===== src/rtl/serial_mag_compare_pkg.sv =====
// serial_mag_compare_pkg: shared state encoding and result-select constants
package serial_mag_compare_pkg;
    typedef enum logic [1:0] {
        ST_IDLE  = 2'd0,
        ST_SHIFT = 2'd1,
        ST_DONE  = 2'd2
    } state_t;
    localparam logic SEL_LT = 1'b0;
    localparam logic SEL_GT = 1'b1;
endpackage


===== src/rtl/serial_mag_compare_cmp_bit_cell.sv =====
// cmp_bit_cell: sticky one-bit compare step, the first differing bit (MSB first) decides
module cmp_bit_cell
    import serial_mag_compare_pkg::*;
(
    input  logic a_bit,
    input  logic b_bit,
    input  logic lt_in,
    input  logic gt_in,
    output wire  lt_out,
    output wire  gt_out
);
    wire a_n, b_n, lt_n, gt_n, lt_new, gt_new;
    not (a_n, a_bit);
    not (b_n, b_bit);
    not (lt_n, lt_in);
    not (gt_n, gt_in);
    and (lt_new, a_n, b_bit, lt_n, gt_n);
    and (gt_new, a_bit, b_n, lt_n, gt_n);
    or  (lt_out, lt_in, lt_new);
    or  (gt_out, gt_in, gt_new);
endmodule


===== src/rtl/serial_mag_compare.sv =====
// serial_mag_compare: bit-serial MSB-first magnitude comparator with latched lt/gt select
module serial_mag_compare
    import serial_mag_compare_pkg::*;
#(
    parameter int WIDTH = 2
) (
    input  logic clk,
    input  logic rst_n,
    input  logic start,
    input  logic sel,
    input  logic abort,
    input  logic bit_valid,
    input  logic a_bit,
    input  logic b_bit,
    output logic busy,
    output logic done,
    output logic result,
    output logic lt,
    output logic gt,
    output logic eq
);
    localparam int CNT_W = $clog2(WIDTH + 1);

    state_t           state, state_nxt;
    logic [CNT_W-1:0] cnt;
    logic             sel_q, lt_q, gt_q;
    logic             lt_nxt, gt_nxt;
    logic             accept, shift_en, last;

    cmp_bit_cell u_cell (
        .a_bit  (a_bit),
        .b_bit  (b_bit),
        .lt_in  (lt_q),
        .gt_in  (gt_q),
        .lt_out (lt_nxt),
        .gt_out (gt_nxt)
    );

    assign accept   = (state == ST_IDLE) && start;
    assign shift_en = (state == ST_SHIFT) && !abort && bit_valid;
    assign last     = shift_en && (cnt == '0);
    assign busy     = state != ST_IDLE;
    assign done     = state == ST_DONE;

    // State register
    always_ff @(posedge clk or negedge rst_n) begin
        if (!rst_n) state <= ST_IDLE;
        else        state <= state_nxt;
    end

    // Next state: DONE and aborted SHIFT both fall back to IDLE
    always_comb begin
        state_nxt = ST_IDLE;
        if (accept)                             state_nxt = ST_SHIFT;
        else if (state == ST_SHIFT && !abort)   state_nxt = last ? ST_DONE : ST_SHIFT;
    end

    // Bit counter, sticky decision and registered result captured on the last bit
    always_ff @(posedge clk or negedge rst_n) begin
        if (!rst_n) begin
            cnt    <= '0;
            sel_q  <= SEL_LT;
            lt_q   <= 1'b0;
            gt_q   <= 1'b0;
            lt     <= 1'b0;
            gt     <= 1'b0;
            eq     <= 1'b0;
            result <= 1'b0;
        end else if (accept) begin
            cnt    <= CNT_W'(WIDTH - 1);
            sel_q  <= sel;
            lt_q   <= 1'b0;
            gt_q   <= 1'b0;
            lt     <= 1'b0;
            gt     <= 1'b0;
            eq     <= 1'b0;
            result <= 1'b0;
        end else if (state == ST_SHIFT && abort) begin
            cnt  <= '0;
            lt_q <= 1'b0;
            gt_q <= 1'b0;
        end else if (shift_en) begin
            cnt  <= last ? '0 : cnt - CNT_W'(1);
            lt_q <= lt_nxt;
            gt_q <= gt_nxt;
            if (last) begin
                lt     <= lt_nxt;
                gt     <= gt_nxt;
                eq     <= !lt_nxt && !gt_nxt;
                result <= (sel_q == SEL_GT) ? gt_nxt : lt_nxt;
            end
        end
    end
endmodule


===== config.mk =====
export PLATFORM = sky130hd
export DESIGN_NAME = serial_mag_compare
export DESIGN_NICKNAME = d
export VERILOG_FILES = /design/src/rtl/serial_mag_compare_pkg.sv /design/src/rtl/serial_mag_compare_cmp_bit_cell.sv /design/src/rtl/serial_mag_compare.sv
export SDC_FILE = /design/constraint.sdc
export NUM_CORES = 1
export LEC_CHECK = 0
export CAP_MARGIN = 10
export CORE_MARGIN = 4
export CORE_UTILIZATION = 30
export DETAILED_ROUTE_END_ITERATION = 8
export PLACE_DENSITY = 0.6
export SLEW_MARGIN = 40
export SYNTH_ARGS = -nofsm -noshare
export SYNTH_HDL_FRONTEND = slang
export SYNTH_HIERARCHICAL = 1
export SYNTH_SLANG_ARGS = --single-unit

===== constraint.sdc =====
create_clock -name clk -period 1.9 [get_ports clk]
set_clock_uncertainty 0.15 [all_clocks]
set_input_delay 0.19 -clock clk [delete_from_list [all_inputs] [get_ports clk]]
set_output_delay 0.19 -clock clk [all_outputs]
set_load 0.01 [all_outputs]

**Word level (Yosys, flattened, before mapping)**

Index checks and enable logic that the tools add are counted.

- Flip-flop bits (word level): 11
- Bits of input ports: 8
- Output and inout port bits: 6
- Logic and storage cells: 67

- $add $sub $neg: 1
- Equality and inequality tests: 3
- Mux-type cells: 30
- Bitwise logic cells: 6
- Reductions and logical operators: 18

Operators with widths:

| cell | count |
|---|---|
| $mux W1 | 23 |
| $mux W2 | 7 |
| $reduce_and A4 Y1 | 2 |
| $logic_and A1 B1 Y1 | 6 |
| $reduce_bool A2 Y1 | 3 |
| $logic_not A2 Y1 | 2 |
| $not A1 Y1 | 4 |
| $logic_not A1 Y1 | 3 |
| $reduce_and A3 Y1 | 1 |
| $reduce_bool A3 Y1 | 1 |
| $eq A2 B1 Y1 const B | 1 |
| $eq A2 B2 Y1 const B | 1 |
| $ne A2 B2 Y1 const B | 1 |
| $or A1 B1 Y1 | 2 |
| $sub A2 B1 Y2 const B | 1 |

**Longest topological paths before layout**

- Depth in word-level cells: 9
- Depth in mapped cells: 4
- Gate-level depth less buffers: 4

**Cells and area by module**

Netlist, hierarchy kept.

By module, submodules not included:

| module | times used | cells an instance | area an instance (sq um) | sequential area each (sq um) |
|---|---|---|---|---|
| serial_mag_compare | 1 | 55 | 575.6 | 275.3 |
| cmp_bit_cell | 1 | 4 | 25.0 | 0.0 |

**Worst setup path before layout**

Ideal clock, no wire load.

- Kind: reg-to-reg
- Start point: register state[1]
- End point: register sel_q
- Setup time: 0.125 ns
- Arrival: 1.238 ns
- Required time: 1.625 ns
- Slack: 0.387 ns
- Cell stages (with the launch flop): 4
- Buffers on the path: 1
- Clock period less this slack: 1.513 ns
- Cells stage by stage: dfrtp_1 -> buf_2 -> nor3b_2 -> mux2_2

- Cells in the longest elaborated chain, start to end: 2

Ends and longest elaborated chain:

| element | line | source |
|---|---|---|
| start: declaration | serial_mag_compare.sv:24 | `state_t state, state_nxt;` |
| start signal: assignment | serial_mag_compare.sv:48 | `else state <= state_nxt;` |
| $logic_not A2 Y1 | serial_mag_compare.sv:39 | `assign accept = (state == ST_IDLE) && start;` |
| $logic_and A1 B1 Y1 | serial_mag_compare.sv:39 |  |
| end signal: assignment | serial_mag_compare.sv:71 | `sel_q <= sel;` |
| end: declaration | serial_mag_compare.sv:26 | `logic sel_q, lt_q, gt_q;` |

Every way passes these cells.
A chain may end at the register's enable or synchronous reset.

**Worst setup path after layout**

- Start point: register state[1]
- End point: output busy

- Cells in the longest elaborated chain, start to end: 1

Ends and longest elaborated chain:

| element | line | source |
|---|---|---|
| $reduce_bool A2 Y1 | serial_mag_compare.sv:42 | `assign busy = state != ST_IDLE;` |
| end: declaration | serial_mag_compare.sv:15 | `output logic busy,` |

Every way passes these cells.

==> run_results.csv <==
group,metric,value,unit
clock_tree,clk_pin_slew,0.07,ns
sta,tightest_slew,0.5058,ns
clock_tree,numCtsBuffers,3,
cells_and_area,multi_input_area,309.0,um2
sta,rsz0062_at_grt,"false",
pwr,max-vdd-ir-drop,0.4524,mV
floorplanning,rows,15,
cells_and_area,fillers,170,
place,place.gp.congestion,0.7034,
logic_synthesis,synth_area,600.6,um2
cells_and_area,seqCellArea,277.8,um2
setup_path,r2r_end,"cnt[0]$_DFFE_PN0P_",
logic_synthesis,seq_area_frac_synth,0.4583,
pwr,p_leak,0.0003653,uW
logic_synthesis,netlist-cell-type-count,26,
detailed_routing,first_iter_violations,17,
detailed_routing,wl_per_cell,11.90,um
floorplanning,initial_core_util,0.3333,
logic_synthesis,syn_inst,59,
clock_tree,htreeDepth,1,
sta,maxSlewHeadroom,0.6617,
logic_synthesis,synth-async-reset-ratio,1.000,
status,outcome,"completed",
logic_synthesis,yosys-top-cells-count,"dfrtp_1, nor2_1, a21oi_1",
setup_path,path_class,"reg2out",
logic_synthesis,synth_enable_flop_cells,0,
detailed_routing,first_pass_iters,4,
detailed_routing,via_per_inst,4.835,
detailed_routing,vias,527,
logic_synthesis,synth.top_cell.area_share,0.4583,
sta,hold_violations,0,
logic_synthesis,ys_ff_latch,11,
floorplanning,core_area,1802,um2
floorplanning,die-height,52.74,um
detailed_routing,finalWirelength,1.297,mm
global_routing,grt_pass1_wl,2.056,mm
clock_tree,tritoncts,"built",
setup_path,reg2reg_from,"state[0]$_DFF_PN0_",
clock_tree,numClockSinks,11,
sta,setup_tns,0,ns
global_routing,grt_pass1_vias,465,
place,port_buffers,13,
hold_path,hold_class,"in2async",
logic_synthesis,yosysMostFrequentCell,"dfrtp_1",
setup_path,cp.required,1.56,ns
setup_path,end_kind,"primary output",
sta,layout_setup_ws,0.08204,ns
clock_tree,cts_max_path_buffers,2,
logic_synthesis,synth_warnings,6,
floorplanning,ios,14,
sta,drv_slew,0,
global_routing,grtUsageTotal,0.09959,
place,dpl.hpwl,934.2,um
cells_and_area,diodes,0,
detailed_routing,drc,0,
clock_tree,cts-root-buf,"clkbuf_4",
setup_path,cp_max_fo,6,
logic_synthesis,synth_area_leaders,"dfrtp_1, a21oi_1, nand4bb_4",
global_routing,grt_max_degree,12,
logic_synthesis,synth_area_per_cell,10.18,um2
setup_path,critical_path_arrival,1.48,ns
logic_synthesis,synth_top_flop_cell,"dfrtp_1",
sta,finalSetupViolations,0,
floorplanning,die_w,52.74,um
global_routing,antenna_found_initial,0,
setup_path,ff2ff_path_depth,4,
logic_synthesis,synth_nets,67,
floorplanning,dieArea,2782,um2
clock_tree,clk_latency,0.26,ns
setup_path,reg2reg_setup_slack,0.35,ns
flow_run,cap_violations,0,
cells_and_area,nNetsFinal,93,
global_routing,overflow,0,
setup_path,setup.worst_path.start_class,"flip-flop",
detailed_routing,postRouteAntennaNets,0,
cells_and_area,syn2layout_area_growth,42.29,%
sta,period_share,0.9568,
sta,fmax,550.1,MHz
pwr,power.density,1017,nW/um2
logic_synthesis,yosysTopAreaCell,"dfrtp_1",
cells_and_area,drive_above_1_share,0.2857,
clock_tree,hold_buffers,0,
place,dp_slack,0.06964,ns
sta,fin_crit,1.818,ns
-- sequential cells by signal, indices dropped and copies added (netlist names) --
name / flops
cnt: 2
eq: 1
gt: 1
gt_q: 1
lt: 1
lt_q: 1
result: 1
sel_q: 1
state: 2
-- cell usage in the layout, fill, tap and decap left out, drive strengths merged, types with 2 or more instances in the layout --
master and instances:
o21ai 3, a21oi 7, nand4 2, or2 3, dfrtp 11, mux2i 2, clkdlybuf4s50 13, nor2 7
nor2b 2, clkbuf 3, nor3b 4, o31ai 2, buf 10, nand2 4
-- logic make-up (layout without fill, tap and decap cells) --
logic type,Yosys count,count (layout),share of synthesized area
and+or+nand+nor,27,27,0.3083
muxes,3,3,0.05208
DFF,11,11,0.4583
AOI/OAI and AO/OA,15,15,0.1542
buffers and inverters,3,28,0.02707
-- per-layer routing --
| metal | GRT usage | vias up | wire [um] |
|---|---|---|---|
| met5 | 0 | - | 0 |
| li1 | - | 265 | - |
| met2 | 0.1529 | 15 | 613 |
| met1 | 0.1322 | 245 | 610 |
| met3 | 0.03419 | 2 | 63 |
| met4 | 0.02553 | 0 | 10 |
-- worst max-delay path, cell delays in order (launching register included) --
cell,delay [ns]
dfrtp_2,0.44
or2_2,0.30
clkdlybuf4s50_1,0.48
-- where the power goes --
| group | internal, uW | leakage [uW] | switching, uW |
|---|---|---|---|
| Combinational | 215 | 0.000204 | 165 |
| Clock | 77.7 | 0.0000177 | 79.3 |
| Sequential | 286 | 0.000144 | 46.4 |
-- timing repair --
item | 4_1_cts | 5_1_grt
endpoints found under the hold margin | 0 | 0
resized for setup | 1 | 1
setup endpoints to repair | 1 | 2
setup buffers | 0 | 6
-- layout make-up --
| cell class | instances | area share |
|---|---|---|
| Clock buffer | 3 | 0.02635 |
| Clock inverter | 1 | 0.005857 |
| Inverter | 1 | 0.004392 |
| Multi-Input combinational cell | 45 | 0.3616 |
| Sequential cell | 11 | 0.3250 |
| Tap cell | 25 | 0.03660 |
| Timing Repair Buffer | 23 | 0.2401 |
-- stage by stage --
step                total power [uW]  cell area (um2)  cells  hold slack, ns    util
floorplan                      538.8            600.6     59         -0.2556       -
global placement               656.3            779.5     99          0.3672  0.4326
detailed placement             655.8            779.5     99          0.3608  0.4326
CTS                            818.1            808.3    103          0.1248  0.4486
global route                   934.9            854.6    109          0.1405  0.4743
finish                         869.3            854.6    109          0.1090  0.4743
-- worst max-delay path by stage --
stage | from | endpoint | slack (ns) | cells past startpoint
floorplan | state[1]$_DFF_PN0_ | sel_q$_DFFE_PN0N_ | 0.39 | 3
global placement | b_bit | eq$_DFFE_PN0P_ | 0.08 | 5
detailed placement | b_bit | eq$_DFFE_PN0P_ | 0.07 | 5
CTS | state[1]$_DFF_PN0_ | busy | 0.004 | 2
global route | state[1]$_DFF_PN0_ | busy | 0.04 | 2
finish | state[1]$_DFF_PN0_ | busy | 0.08 | 2
Power figures use the tool's default switching activity.
